$ cat config.mk
export PLATFORM = sky130hd
export DESIGN_NAME = nios_system_trace_arbiter
export DESIGN_NICKNAME = d
export VERILOG_FILES = /design/src/rtl/nios_system_trace_pkg.sv /design/src/rtl/nios_system_rr_arbiter.sv /design/src/rtl/nios_system_trace_arbiter.sv
export SDC_FILE = /design/constraint.sdc
export NUM_CORES = 1
export LEC_CHECK = 0
export BUFFER_PORTS_ARGS = -buffer_cell sky130_fd_sc_hd__buf_2
export CAP_MARGIN = 15
export CORE_MARGIN = 4
export CORE_UTILIZATION = 46
export CTS_CLUSTER_SIZE = 30
export DETAILED_ROUTE_END_ITERATION = 6
export GPL_TIMING_DRIVEN = 0
export HOLD_SLACK_MARGIN = 0.05
export PLACE_DENSITY = 0.85
export SYNTH_ARGS = -nofsm -noshare
export SYNTH_HDL_FRONTEND = slang
export SYNTH_SLANG_ARGS = --single-unit
$ cat constraint.sdc
create_clock -name clk -period 4.8 [get_ports clk]
set_clock_uncertainty 0.05 [all_clocks]
set_input_delay 0 -clock clk [delete_from_list [all_inputs] [get_ports clk]]
set_output_delay 0 -clock clk [all_outputs]
set_load 0.05 [all_outputs]
$ cat src/rtl/nios_system_trace_pkg.sv
// Shared types and constants for the multicore trace arbiter.
// Optional build macro: TRACE_ARB_TIMESTAMP_EN adds a 16-bit cycle stamp
// in the MSBs of the trace RAM write word.
package nios_system_trace_pkg;

    typedef enum logic [1:0] {
        ST_IDLE    = 2'd0,
        ST_RUN     = 2'd1,
        ST_STOPPED = 2'd2
    } trace_state_e;

    localparam int unsigned DEF_NUM_CPU = 4;
    localparam int unsigned DEF_DATA_W  = 30;
    localparam int unsigned DEF_CNT_W   = 4;
    localparam int unsigned DEF_ADDR_W  = 10;
    localparam int unsigned DEF_ID_W    = 3;

    localparam int unsigned TS_W = 16;
`ifdef TRACE_ARB_TIMESTAMP_EN
    localparam int unsigned WDATA_TS_W = TS_W;
`else
    localparam int unsigned WDATA_TS_W = 0;
`endif

    // Field offsets of {ts, id, count, buffer} for the default widths
    localparam int unsigned OFS_BUF = 0;
    localparam int unsigned OFS_CNT = DEF_DATA_W;
    localparam int unsigned OFS_ID  = DEF_DATA_W + DEF_CNT_W;
    localparam int unsigned OFS_TS  = DEF_DATA_W + DEF_CNT_W + DEF_ID_W;

    // Total write-word width for a given field set
    function automatic int unsigned wdata_w(input int unsigned id_w,
                                            input int unsigned cnt_w,
                                            input int unsigned data_w);
        return WDATA_TS_W + id_w + cnt_w + data_w;
    endfunction

endpackage

$ cat src/rtl/nios_system_rr_arbiter.sv
// Round-robin one-hot grant with a last-grant pointer that advances on grant.
module nios_system_rr_arbiter #(
    parameter int unsigned N     = 4,
    parameter int unsigned IDX_W = (N > 1) ? $clog2(N) : 1
) (
    input  logic             clk,
    input  logic             reset_n,
    input  logic             clear,
    input  logic             grant_en,
    input  logic [N-1:0]     req,
    output logic [N-1:0]     grant,
    output logic [IDX_W-1:0] grant_idx
);

    logic [IDX_W-1:0] last_q;
    int unsigned      idx;
    logic             found;

    // Search starting one past the last winner, wrapping modulo N
    always_comb begin
        grant     = '0;
        grant_idx = '0;
        found     = 1'b0;
        idx       = 0;
        for (int unsigned off = 1; off <= N; off++) begin
            idx = (32'(last_q) + off) % N;
            if (grant_en && !found && req[IDX_W'(idx)]) begin
                grant[IDX_W'(idx)] = 1'b1;
                grant_idx          = IDX_W'(idx);
                found              = 1'b1;
            end
        end
    end

    // Last-grant pointer; reset so core 0 wins first
    always_ff @(posedge clk) begin
        if (!reset_n || clear) begin
            last_q <= IDX_W'(N - 1);
        end else if (found) begin
            last_q <= grant_idx;
        end
    end

endmodule

$ cat src/rtl/nios_system_trace_arbiter.sv
// Shares one trace RAM write port among the per-core OCI trace outputs.
// Optional build macro: TRACE_ARB_TIMESTAMP_EN (16-bit cycle stamp in wdata MSBs).
module nios_system_trace_arbiter
    import nios_system_trace_pkg::*;
#(
    parameter int unsigned NUM_CPU = DEF_NUM_CPU,
    parameter int unsigned DATA_W  = DEF_DATA_W,
    parameter int unsigned CNT_W   = DEF_CNT_W,
    parameter int unsigned ADDR_W  = DEF_ADDR_W,
    parameter int unsigned ID_W    = DEF_ID_W
) (
    input  logic                                    clk,
    input  logic                                    reset_n,
    input  logic                                    enable,
    input  logic                                    wrap_mode,
    input  logic                                    clear,
    input  logic [NUM_CPU-1:0]                      req_valid,
    input  logic [NUM_CPU*DATA_W-1:0]               req_buffer,
    input  logic [NUM_CPU*CNT_W-1:0]                req_count,
    output logic [NUM_CPU-1:0]                      req_ready,
    output logic                                    mem_we,
    output logic [ADDR_W-1:0]                       mem_addr,
    output logic [wdata_w(ID_W, CNT_W, DATA_W)-1:0] mem_wdata,
    output logic [ADDR_W:0]                         wr_ptr,
    output logic                                    full,
    output logic                                    wrapped,
    output logic                                    busy
);

    localparam int unsigned IDX_W = (NUM_CPU > 1) ? $clog2(NUM_CPU) : 1;
    localparam int unsigned DEPTH = 1 << ADDR_W;

    trace_state_e      state_q, state_d;
    logic              grant_en;
    logic [IDX_W-1:0]  grant_idx;
    logic [DATA_W-1:0] sel_buf;
    logic [CNT_W-1:0]  sel_cnt;
    logic              xfer, do_write, last_addr, stop_hit;

    assign grant_en  = (state_q == ST_RUN) && reset_n && !clear;
    assign xfer      = |req_ready;
    assign do_write  = xfer && (sel_cnt != '0);
    assign last_addr = (wr_ptr[ADDR_W-1:0] == {ADDR_W{1'b1}});
    assign stop_hit  = do_write && last_addr && !wrap_mode;
    assign busy      = (state_q == ST_RUN);

    nios_system_rr_arbiter #(
        .N     (NUM_CPU),
        .IDX_W (IDX_W)
    ) u_rr (
        .clk       (clk),
        .reset_n   (reset_n),
        .clear     (clear),
        .grant_en  (grant_en),
        .req       (req_valid),
        .grant     (req_ready),
        .grant_idx (grant_idx)
    );

    // Select the granted core's word and count
    always_comb begin
        sel_buf = '0;
        sel_cnt = '0;
        for (int unsigned i = 0; i < NUM_CPU; i++) begin
            if (32'(grant_idx) == i) begin
                sel_buf = req_buffer[i*DATA_W +: DATA_W];
                sel_cnt = req_count[i*CNT_W +: CNT_W];
            end
        end
    end

    // Next-state logic; clear overrides everything including STOPPED
    always_comb begin
        state_d = state_q;
        case (state_q)
            ST_IDLE: begin
                if (enable) state_d = ST_RUN;
            end
            ST_RUN: begin
                if (stop_hit)     state_d = ST_STOPPED;
                else if (!enable) state_d = ST_IDLE;
            end
            ST_STOPPED: state_d = ST_STOPPED;
            default:    state_d = ST_IDLE;
        endcase
        if (clear) state_d = enable ? ST_RUN : ST_IDLE;
    end

    // State register
    always_ff @(posedge clk) begin
        if (!reset_n) state_q <= ST_IDLE;
        else          state_q <= state_d;
    end

`ifdef TRACE_ARB_TIMESTAMP_EN
    logic [TS_W-1:0] ts_q;

    // Free-running cycle stamp, restarted by clear
    always_ff @(posedge clk) begin
        if (!reset_n || clear) ts_q <= '0;
        else                   ts_q <= ts_q + TS_W'(1);
    end
`endif

    // Write port and pointer/flag registers; write lands one cycle after grant
    always_ff @(posedge clk) begin
        if (!reset_n) begin
            mem_we    <= 1'b0;
            mem_addr  <= '0;
            mem_wdata <= '0;
            wr_ptr    <= '0;
            full      <= 1'b0;
            wrapped   <= 1'b0;
        end else begin
            mem_we <= do_write;
            if (clear) begin
                wr_ptr  <= '0;
                full    <= 1'b0;
                wrapped <= 1'b0;
            end else if (do_write) begin
                mem_addr <= wr_ptr[ADDR_W-1:0];
`ifdef TRACE_ARB_TIMESTAMP_EN
                mem_wdata <= {ts_q, ID_W'(grant_idx), sel_cnt, sel_buf};
`else
                mem_wdata <= {ID_W'(grant_idx), sel_cnt, sel_buf};
`endif
                if (last_addr && !wrap_mode) begin
                    full   <= 1'b1;
                    wr_ptr <= (ADDR_W+1)'(DEPTH);
                end else begin
                    if (last_addr) wrapped <= 1'b1;
                    wr_ptr <= wr_ptr + (ADDR_W+1)'(1);
                end
            end
        end
    end

endmodule

==> impl_results.md, run 1 <==
- DR pass1 iterations: 6
- Fin cells: 945
- Clock-pin slew on the worst setup and hold paths: ~70 ps
- Leakage: 2.99 nW
- DIE WIDTH: 103 microns
- Largest net degree at the start of global routing: 13
- # DRC: 0
- Nets: 982
- I/O pin count: 211
- # setup viols final: 0
- Max Cap Violations: 0
- CP max stage delay: around 540 ps
- Die Span Y: just over 100 microns
- Crit path time final: roughly 4500 ps
- Cell Area, Synth: 4160 sq um
- Final Hold Viols: 0
- Initial detailed-routing violation count: 271
- Global-route wire length before repair: between 20,000 and 25,000 microns
- Pwr dens: 218 nW/um^2
- Post-synthesis xor/xnor area fraction: 0.421%
- RSZ-0062 raised after global routing: no
- Slew Limit Fails: 0
- Main combinational cell family by area after synthesis: simple AND/OR/NAND/NOR gates
- Final instance area: 6190 sq um
- Initial antenna violation count: 0
- Data arrival, critical path: 4680 ps
- Dpl cell area: 5340 sq um
- Number of global-route vias before repair: ~5,300
- Final Power: between 1 and 1.5 mW
- Slew @ Worst Pin: 706 ps
- Max clock buf depth: 2
- Clk root buf: clkbuf_8
- HPWL after DPL: about 11,000 microns
- WS Path Type: flip-flop to flip-flop
- Highest clock rate: 222 MHz
- Post-Synth Adder-Cell Area: 1.50%
- Worst slew margin: 52.3%
- GRT overflow: 0
- Seq/Total Area, Yosys: 30.8%
- Num CTS Buffers: 9
- Worst-skew pair later-pin latency: 340 ps
- Clock sinks: 64
- Synth Instances: 551
- Peak VDD IR: 0.151 mV
- Vias: 5,423
- CP required: between 4000 and 5000 ps
- Placed cells: 867
- Critical-path top delay cell: dlygate4sd3_1
- Core Region: a little under 9000 sq um
- Final design utilization: 70.7%
- Min-delay worst type: input port to flip-flop
- Final period util: between 90% and 100%
- YS warnings: 0
- Diode count: 0
- CP Max Fanout: 10
- Most frequent cells in the layout: buf_2 (219), nand2_1 (178), dfxtp_1 (64)
- CTS tree: built
- H-tree depth: 3
- Synth Area in Compound Gates: a little under a quarter
- Final ANT Viol Nets: 0
- Commonest non-fill, non-tap cell in the layout: buf_2
- Die area: 10,600 sq um
- Synth Flop Type: dfxtp_1
- Post-synthesis to final-layout area growth: 48.7%
- Yosys reg bits: between 60 and 70
- Net Count, Synth: 701
- EDFF count, synth: 0
- Setup TNS: 0 ps
- Syn avg cell area: 7.56 sq um
- Crit path launch type: flip-flop
- CP Buf/Inv Count: 6
- WL final: 16,100 microns
- Worst-path cell chain: buf_2 -> inv_1 -> ha_2 -> mux4_2 -> a311o_1 -> buf_2 -> and3_1 -> nor4_2 -> o22ai_2 -> o21ai_2 -> buf_6 -> buf_6 -> a311o_1 -> dlygate4sd3_1 -> a21boi_0
- Post-Synth Simple-Gate Area: between 30% and 40%
- Synth cell types: 48
- GPL Wtd Cong: ~1
- Post-synthesis mux area share: 5.29%
- Fill cell count: roughly 660
- Detailed-route vias per instance: between 5 and 6
- Share of cells above drive strength 1: 31.2%
- CP delay by family, top: buffers and inverters
- Synth async-reset ratio: 0%
- DR WL/cell: 17.0 microns
- GRT Total Usage: 29.3%
- Row Count: 34
- Outcome: complete, no violations
- Initial Utilization: 47.5%
- Crit end category: flip-flop
- Number of port buffers: 208
[timing repair]
| action | in CTS | in global routing |
|---|---|---|
| setup buffers | 0 | 0 |
| hold buffers | 63 | 0 |
| hold endpoints to repair | 35 | 0 |
| resized for setup | 0 | 7 |
| setup endpoints to repair | 0 | 11 |
[state kept, by name, indices dropped and copies added (netlist names)]
register,cells
full,1
wrapped,1
mem_wdata,36
state_q,2
u_rr.last_q,2
mem_addr,10
wr_ptr,11
mem_we,1
[final timing paths]
kind	start	end	slack (ps)	depth (start not counted)
setup reg to reg	u_rr.last_q[0]$_SDFFE_PP1P_	mem_wdata[11]$_SDFFE_PN0P_	300	15
hold reg to reg	mem_wdata[30]$_SDFFE_PN0P_	mem_wdata[30]$_SDFFE_PN0P_	400	2
hold / removal	req_buffer[52]	mem_wdata[22]$_SDFFE_PN0P_	90	5
setup / recovery	u_rr.last_q[0]$_SDFFE_PP1P_	mem_wdata[11]$_SDFFE_PN0P_	300	15
[cells in the mapped netlist (all sizes together), types with 4 or more instances]
master  instances  area, sq um
nand2         178          668
dfxtp          64         1280
and3           39          244
a21boi         34          255
a311o          31          310
clkbuf         26         97.6
buf            21          164
nor2b          19          119
nor2           14         52.6
mux2i          13          130
o21ai          12         63.8
a211oi         10         85.1
a21oi          10         50.1
inv             7         26.3
nand3           7         35.0
nor3            6         30.0
or3             6         37.5
ha              5         62.6
nor4            5         37.5
a221o           4         40.0
a22oi           4         30.0
mux4            4         90.1
nand2b          4         25.0
or4             4         33.8
[final cells by class]
cell class                      count  area (sq um)  share of cell area, %
Sequential cell                    64          1280                   20.7
Tap cell                          108           135                   2.18
Clock inverter                      6          67.6                   1.09
Multi-Input combinational cell    433          2610                   42.2
Timing Repair Buffer              271          1670                   27.0
Buffer                             46           259                   4.18
Inverter                            7          26.3                  0.424
Clock buffer                       10           138                   2.22
[worst reg2reg max path, cell delays in order, from the launching register on]
cell	delay [ps]
dfxtp_1	470
buf_2	280
inv_1	150
ha_2	440
mux4_2	420
a311o_1	380
buf_2	220
and3_1	200
nor4_2	280
o22ai_2	170
o21ai_2	210
buf_6	190
buf_6	190
a311o_1	150
dlygate4sd3_1	540
a21boi_0	70
[report_power, final]
part           internal [mW]  switching (mW)
Combinational          0.143           0.177
Sequential             0.545         0.00757
Clock                  0.256           0.221
Total                  0.943           0.405
[cells by family after synthesis]
logic type      Yosys count
simple gates            287
mux                      17
compound gates          121
other cells               1
flops                    64
xor+xnor                  2
buf+inv                  54
fa+ha+maj                 5
[per-layer routing]
| layer | wire length [microns] | vias to the layer above | track usage (%) |
|---|---|---|---|
| met5 | 0 | - | 0 |
| li1 | - | 2509 | - |
| met3 | 1410 | 90 | 8.39 |
| met2 | 8000 | 357 | 50.6 |
| met4 | 780 | 0 | 16.7 |
| met1 | 5920 | 2467 | 31.9 |
[per-stage QoR]
step / setup WS, ps / hold WS [ps]
floorplan: 799 / 82.3
global placement: 724 / 204
detailed placement: 455 / 211
CTS: 21.9 / 53.0
global route: 45.4 / 110
finish: 302 / 93.7
Note: power is estimated with default switching activity, not from simulation.
==> run 2: changes to the inputs <==
- ABC_AREA: not set -> 1
- PLACE_DENSITY: 0.85 -> 0.86
==> run 2 against run 1 <==
  * Non-clock buffer count is the same
  * Routed wire length shrank 1.8%
  * Critical path type unchanged
  * Sequential share of layout area grew 0.22 points
  * Register-to-register slack gained 530 ps
  * Flip-flop and latch count is the same
  * Power grew 20%
  * Synthesized cell count grew 15%
  * Sequential power grew 3.6%
  * Largest cell class unchanged
  * Die area shrank 3.9%
  * Critical path depth grew 2
==> impl_results.md, run 2 <==
- Diode count: 0 (unchanged)
- Dpl cell area: 5160 sq um (was 5340 sq um)
- Worst slew margin: 59.5% (was 52.3%)
- Die area: 10,200 sq um (was 10,600 sq um)
- Most frequent cells in the layout: buf_2 (219), nand2_1 (170), nor2_1 (107) (was buf_2 (219), nand2_1 (178), dfxtp_1 (64))
- Clock-pin slew on the worst setup and hold paths: 80 ps (was 70 ps)
- Commonest non-fill, non-tap cell in the layout: buf_2 (unchanged)
- Final Power: 1.62 mW (was 1.35 mW)
- Leakage: 2.96 nW (was 2.99 nW)
- CP Max Fanout: 10 (unchanged)
- Synth top area cells: dfxtp_1 (32%), nand2_1 (16%), nor2_1 (10%) (was dfxtp_1 (31%), nand2_1 (16%), a311o_1 (7.5%))
- Final period util: 82.8% (was 93.7%)
- Post-synthesis to final-layout area growth: 53.7% (was 48.7%)
- Slew Limit Fails: 0 (unchanged)
- Num CTS Buffers: 9 (unchanged)
- Crit path time final: 3970 ps (was 4500 ps)
- Final design utilization: 73.4% (was 70.7%)
- EDFF count, synth: 0 (unchanged)
- Number of global-route vias before repair: 5,351 (was 5,277)
- Pwr dens: 264 nW/um^2 (was 218 nW/um^2)
- Global-route wire length before repair: 24,300 microns (about the same)
- Clock sinks: 64 (unchanged)
- Most frequent cell after synthesis: nand2_1 (unchanged)
- Synth async-reset ratio: 0% (unchanged)
- Worst-skew pair later-pin latency: 350 ps (was 340 ps)
- Largest net degree at the start of global routing: 13 (unchanged)
- Initial detailed-routing violation count: 299 (was 271)
- CP required: 5030 ps (was 4980 ps)
- Core Region: 8340 sq um (was 8760 sq um)
- Yosys reg bits: 64 (unchanged)
- Max Cap Violations: 0 (unchanged)
- I/O pin count: 211 (unchanged)
- Highest clock rate: 252 MHz (was 222 MHz)
- Crit path launch type: flip-flop (unchanged)
- Final instance area: 6130 sq um (was 6190 sq um)
- Seq/Total Area, Yosys: 32.1% (was 30.8%)
- Final ANT Viol Nets: 0 (unchanged)
- Initial antenna violation count: 0 (unchanged)
- # DRC: 0 (unchanged)
- WS Path Type: flip-flop to flip-flop (unchanged)
- GRT overflow: 0 (unchanged)
- DR WL/cell: 15.2 microns (was 17.0 microns)
- # setup viols final: 0 (unchanged)
- Post-synth top cells: nand2_1 (170), nor2_1 (107), dfxtp_1 (64), nand3_1 (62), o21ai_0 (49) (was nand2_1 (178), dfxtp_1 (64), and3_1 (39), a311o_1 (31), a21boi_1 (28))
- Area leader, netlist: dfxtp_1 (unchanged)
- Synth Instances: 636 (was 551)
- Fin cells: 1,037 (was 945)
- Peak VDD IR: 0.197 mV (was 0.151 mV)
- WL final: 15,800 microns (was 16,100 microns)
- Net Count, Synth: 786 (was 701)
- Data arrival, critical path: 4200 ps (was 4680 ps)
- Placed cells: 950 (was 867)
- Min-delay worst type: input port to flip-flop (unchanged)
- Synth cell types: 36 (was 48)
- DIE WIDTH: 101 microns (was 103 microns)
- Max reg flops: 36 (unchanged)
- Crit end category: flip-flop (unchanged)
- M3 GR Usage: 6.92% (was 8.39%)
- Outcome: complete, no violations (unchanged)
- Max clock buf depth: 2 (unchanged)
- Synth Flop Type: dfxtp_1 (unchanged)
- Clk root buf: clkbuf_8 (unchanged)
- H-tree depth: 3 (unchanged)
- GRT Total Usage: 29.8% (was 29.3%)
- Cell Area, Synth: 3990 sq um (was 4160 sq um)
- Grt peak-use layer: met2 (unchanged)
- Biggest regs: mem_wdata: 36 flops, wr_ptr: 11 flops, mem_addr: 10 flops (unchanged)
- Post-synth top area share: 32.1% (was 30.8%)
- Row Count: 33 (was 34)
- Final Hold Viols: 0 (unchanged)
- Setup TNS: 0 ps (unchanged)
- Initial Utilization: 47.8% (was 47.5%)
- Slew @ Worst Pin: 608 ps (was 706 ps)
- YS warnings: 0 (unchanged)
- CTS tree: built (unchanged)
- Detailed-route vias per instance: 5.35 (was 5.74)
- FF-to-FF setup slack: 830 ps (was 300 ps)
- GPL Wtd Cong: 0.943 (was 1.00)
- Die Span Y: 101 microns (was 103 microns)
- DR pass1 iterations: 5 (was 6)
- RSZ-0062 raised after global routing: no (unchanged)
- Share of cells above drive strength 1: 29.2% (was 31.2%)
- Syn avg cell area: 6.27 sq um (was 7.56 sq um)
- Nets: 1,077 (was 982)
- Largest Register: mem_wdata (unchanged)
- HPWL after DPL: 10,800 microns (was 11,200 microns)
- Number of port buffers: 209 (was 208)
- Grt met1 use: 32.7% (was 31.9%)
- Met2 usage in global routing: 53.5% (was 50.6%)
- Vias: 5,551 (was 5,423)
-- run 2: cell types whose count changed in the layout (fill, tap and decap cells not counted), sizes merged, moves of 8 or more --
cell         delta
a21boi         -34
a211oi         -10
mux2i          -13
nand4          +31
dlygate4sd3     +8
a21oi          +12
nand3          +62
o21ai          +38
and3           -39
nor2           +98
a311o          -31
nor2b          -19
inv            +26
-- run 2: layout make-up --
cell class / instances / area (sq um)
Timing Repair Buffer: 280 / 1760
Sequential cell: 64 / 1280
Tap cell: 105 / 131
Multi-Input combinational cell: 502 / 2390
Fill cell: 676 / 2210
Clock buffer: 10 / 138
Inverter: 33 / 129
Buffer: 37 / 185
Clock inverter: 6 / 114
-- run 2: worst max-delay path, stage by stage (launching register included) --
cell	delay (ps)
dfxtp_1	500
inv_1	190
ha_1	420
inv_2	130
nand3_2	140
nand3_2	170
nand2_1	80
inv_2	70
nand3_2	90
nor2_1	200
nor2_4	110
nor2_2	240
clkbuf_1	520
nand2_1	110
nand4_1	110
dlygate4sd3_1	550
o21ai_0	100
nor2_1	130
-- run 2: metrics by stage --
step                worst slack (ps)  hold WS (ps)
finish                           828          68.2
global route                     559           123
CTS                              849          53.4
detailed placement              1370           223
global placement                1420           213
floorplan                       1190          94.7
-- run 2: metal layers --
layer	vias up	part of all wire [%]
met5	-	0
met4	0	3.9
met3	67	9.5
met2	323	50
met1	2486	36
li1	2675	-
-- run 2: repair_timing --
| action | CTS | global route |
|---|---|---|
| hold buffers | 71 | 0 |
| resized for setup | 0 | 0 |
| setup buffers | 0 | 0 |
| endpoints found under the hold margin | 38 | 0 |
-- run 2: final timing paths --
check,from,end,cells after the start
min,req_count[0],mem_wdata[30]$_SDFFE_PN0P_,5
min reg2reg,full$_SDFFE_PP0P_,full$_SDFFE_PP0P_,2
max,u_rr.last_q[1]$_SDFFE_PP1P_,mem_wdata[25]$_SDFFE_PN0P_,17
max reg2reg,u_rr.last_q[1]$_SDFFE_PP1P_,mem_wdata[25]$_SDFFE_PN0P_,17
-- run 2: logic make-up (layout without fill, tap and decap cells) --
logic type                 Yosys count  count (layout)  share of synthesized area (%)
other                                1               1                         0.0941
and+or+nand+nor                    410             410                           46.5
xor gates and xnor gates             6               6                           1.32
buffers and inverters               70             366                           7.88
DFF                                 64              64                           32.1
AOI/OAI and AO/OA                   80              80                           10.5
adders and majority gates            5               5                           1.57
-- run 2: power by group --
part           switching, mW  internal (mW)
Sequential            0.0148          0.557
Clock                  0.233          0.361
Combinational          0.266          0.184
==> run 3: changes to the inputs <==
- CORE_UTILIZATION: 46 -> 41
- PLACE_DENSITY: 0.86 -> 0.81
- clock period: 4.8 -> 3.4 ns (I/O delays scaled with it)
==> run 3 against run 2 <==
  * Worst setup slack got worse by 600 ps
  * Routed wire length increased by 17%
  * Sequential power increased by 41%
  * Critical endpoint is now mem_wdata[7]$_SDFFE_PN0P_
  * Final cell count increased by 5.8%
  * Worst hold slack got worse by 36 ps
==> impl_results.md, run 3 (same netlist as run 2, synthesis figures left out) <==
- Worst Hold Depth: 5 (unchanged)
- # setup viols final: 0 (unchanged)
- Post-synthesis to final-layout area growth: 63.1% (was 53.7%)
- Min-delay worst type: input port to flip-flop (unchanged)
- Worst-skew pair later-pin latency: 330 ps (was 350 ps)
- Outcome: complete, no violations (unchanged)
- Clk root buf: clkbuf_8 (unchanged)
- Worst flop-to-flop path endpoint: mem_wdata[7]$_SDFFE_PN0P_ (was mem_wdata[25]$_SDFFE_PN0P_)
- Max clock buf depth: 2 (unchanged)
- DR pass1 iterations: 5 (unchanged)
- Worst slew margin: 55.7% (was 59.5%)
- Crit end category: flip-flop (unchanged)
- Slew Limit Fails: 0 (unchanged)
- Pwr dens: 323 nW/um^2 (was 264 nW/um^2)
- Most frequent cells in the layout: buf_2 (217), nand2_1 (170), nor2_1 (106) (was buf_2 (219), nand2_1 (170), nor2_1 (107))
- Setup TNS: 0 ps (unchanged)
- Number of global-route vias before repair: 6,003 (was 5,351)
- Fin cells: 1,097 (was 1,037)
- Core Region: 9370 sq um (was 8340 sq um)
- Placed cells: 974 (was 950)
- Worst R2R Start: u_rr.last_q[0]$_SDFFE_PP1P_ (was u_rr.last_q[1]$_SDFFE_PP1P_)
- DR WL/cell: 16.9 microns (was 15.2 microns)
- # DRC: 0 (unchanged)
- Die Span Y: 107 microns (was 101 microns)
- Register area: 1290 sq um (was 1280 sq um)
- Max Cap Violations: 0 (unchanged)
- Area occupied by multi-input gates: 2440 sq um (was 2390 sq um)
- CTS tree: built (unchanged)
- Crit path time final: 3170 ps (was 3970 ps)
- Fill cell count: 774 (was 676)
- CP required: 3620 ps (was 5030 ps)
- WS Path Type: flip-flop to flip-flop (unchanged)
- Final ANT Viol Nets: 0 (unchanged)
- H-tree depth: 3 (unchanged)
- GRT overflow: 0 (unchanged)
- Biggest regs: mem_wdata: 36 flops, wr_ptr: 11 flops, mem_addr: 10 flops (unchanged)
- Clock-pin slew on the worst setup and hold paths: 80 ps (about the same)
- HPWL after DPL: 11,200 microns (was 10,800 microns)
- Share of cells above drive strength 1: 28.9% (was 29.2%)
- Worst Hold End: mem_wdata[26]$_SDFFE_PN0P_ (was mem_wdata[30]$_SDFFE_PN0P_)
- Global-route wire length before repair: 28,900 microns (was 24,300 microns)
- WL final: 18,500 microns (was 15,800 microns)
- Slew @ Worst Pin: 664 ps (was 608 ps)
- Nets: 1,112 (was 1,077)
- Commonest non-fill, non-tap cell in the layout: buf_2 (unchanged)
- I/O pin count: 211 (unchanged)
- Min-delay src: req_buffer[56] (was req_count[0])
- Largest Register: mem_wdata (unchanged)
- Final Hold Viols: 0 (unchanged)
- Highest clock rate: 315 MHz (was 252 MHz)
- Leakage: 3.08 nW (was 2.96 nW)
- Row Count: 35 (was 33)
- Peak VDD IR: 0.197 mV (about the same)
- Initial detailed-routing violation count: 502 (was 299)
- Data arrival, critical path: 3390 ps (was 4200 ps)
- CP Max Fanout: 10 (unchanged)
- RSZ-0062 raised after global routing: no (unchanged)
- DIE WIDTH: 107 microns (was 101 microns)
- Max reg flops: 36 (unchanged)
- GRT Total Usage: 31.7% (was 29.8%)
- GPL Wtd Cong: 0.901 (was 0.943)
- Initial Utilization: 42.5% (was 47.8%)
- Final period util: 93.3% (was 82.8%)
- FF-to-FF setup slack: 230 ps (was 830 ps)
- Number of port buffers: 209 (unchanged)
- Reg2Reg Depth: 18 (was 17)
- Vias: 5,925 (was 5,551)
- Num CTS Buffers: 9 (unchanged)
- Initial antenna violation count: 0 (unchanged)
- Crit path launch type: flip-flop (unchanged)
- Die area: 11,400 sq um (was 10,200 sq um)
- Largest net degree at the start of global routing: 13 (unchanged)
- Detailed-route vias per instance: 5.40 (was 5.35)
- Clock sinks: 64 (unchanged)
-- run 3: cell count changes in the layout (fill, tap and decap cells not counted), sizes merged --
cell         change
dlygate4sd3     +32
bufinv           -3
buf              +2
clkbuf           +2
clkinv           +2
clkinvlp         -1
diode            +1
inv              +1
-- run 3: worst max-delay path by stage --
stage,startpoint,endpoint,cells after the start,slack [ps]
after CTS,u_rr.last_q[0]$_SDFFE_PP1P_,mem_wdata[25]$_SDFFE_PN0P_,20,6
final,u_rr.last_q[0]$_SDFFE_PP1P_,mem_wdata[7]$_SDFFE_PN0P_,18,230
after global placement,u_rr.last_q[1]$_SDFFE_PP1P_,mem_wdata[23]$_SDFFE_PN0P_,19,-120
after global routing,u_rr.last_q[0]$_SDFFE_PP1P_,mem_wdata[24]$_SDFFE_PN0P_,21,20
after detailed placement,u_rr.last_q[1]$_SDFFE_PP1P_,mem_wdata[23]$_SDFFE_PN0P_,19,-130
after floorplan,u_rr.last_q[1]$_SDFFE_PP1P_,mem_addr[3]$_SDFFE_PN0P_,16,200
-- run 3: per-layer routing --
layer  wire length [microns]  vias up  track usage (%)
met1                    6720     2586             35.8
met5                       0        -                0
met2                    8660      443             52.4
met3                    1730      145             7.10
met4                    1420        0             23.1
li1                        -     2751                -
-- run 3: stage by stage --
step	utilization, %	setup slack [ps]	cell area [sq um]	power [mW]	hold WS [ps]
detailed placement	55.4	-133	5190	1.35	220
CTS	68.5	5.77	6420	2.06	52.3
global route	69.3	18.3	6500	2.20	77.8
global placement	55.4	-118	5190	1.34	216
finish	69.4	229	6500	2.10	32.1
floorplan	-	203	3990	1.17	94.7
-- run 3: layout make-up --
class	count	area share, %
multi-input combinational	502	37.6
timing repair buffer	315	32.3
sequential	64	19.8
buffer	37	2.93
tap	129	2.48
clock buffer	11	2.33
inverter	33	1.98
clock inverter	5	0.597
antenna	1	0.0385
-- run 3: critical path, stage by stage, from the launching register on --
cell	delay, ps
dfxtp_2	350
buf_6	140
inv_4	80
ha_4	280
inv_2	100
nand3_4	110
nand2_4	140
nand3_4	120
nand3_2	110
nand2_1	90
nand2_4	150
buf_6	170
nand2_1	60
inv_1	90
buf_1	520
nand2_1	200
nand4_1	130
o21ai_0	90
nor2_1	120
-- run 3: power by group --
part	total [mW]	switching [mW]	internal, mW
clock network	0.635	0.325	0.310
logic	0.659	0.398	0.261
registers	0.808	0.0216	0.786
-- run 3: what timing repair did --
item	4_1_cts	5_1_grt
resized for setup	3	15
setup endpoints to repair	42	59
setup buffers	0	3
hold endpoints to repair	35	0
pin swaps	0	5
hold buffers	103	0
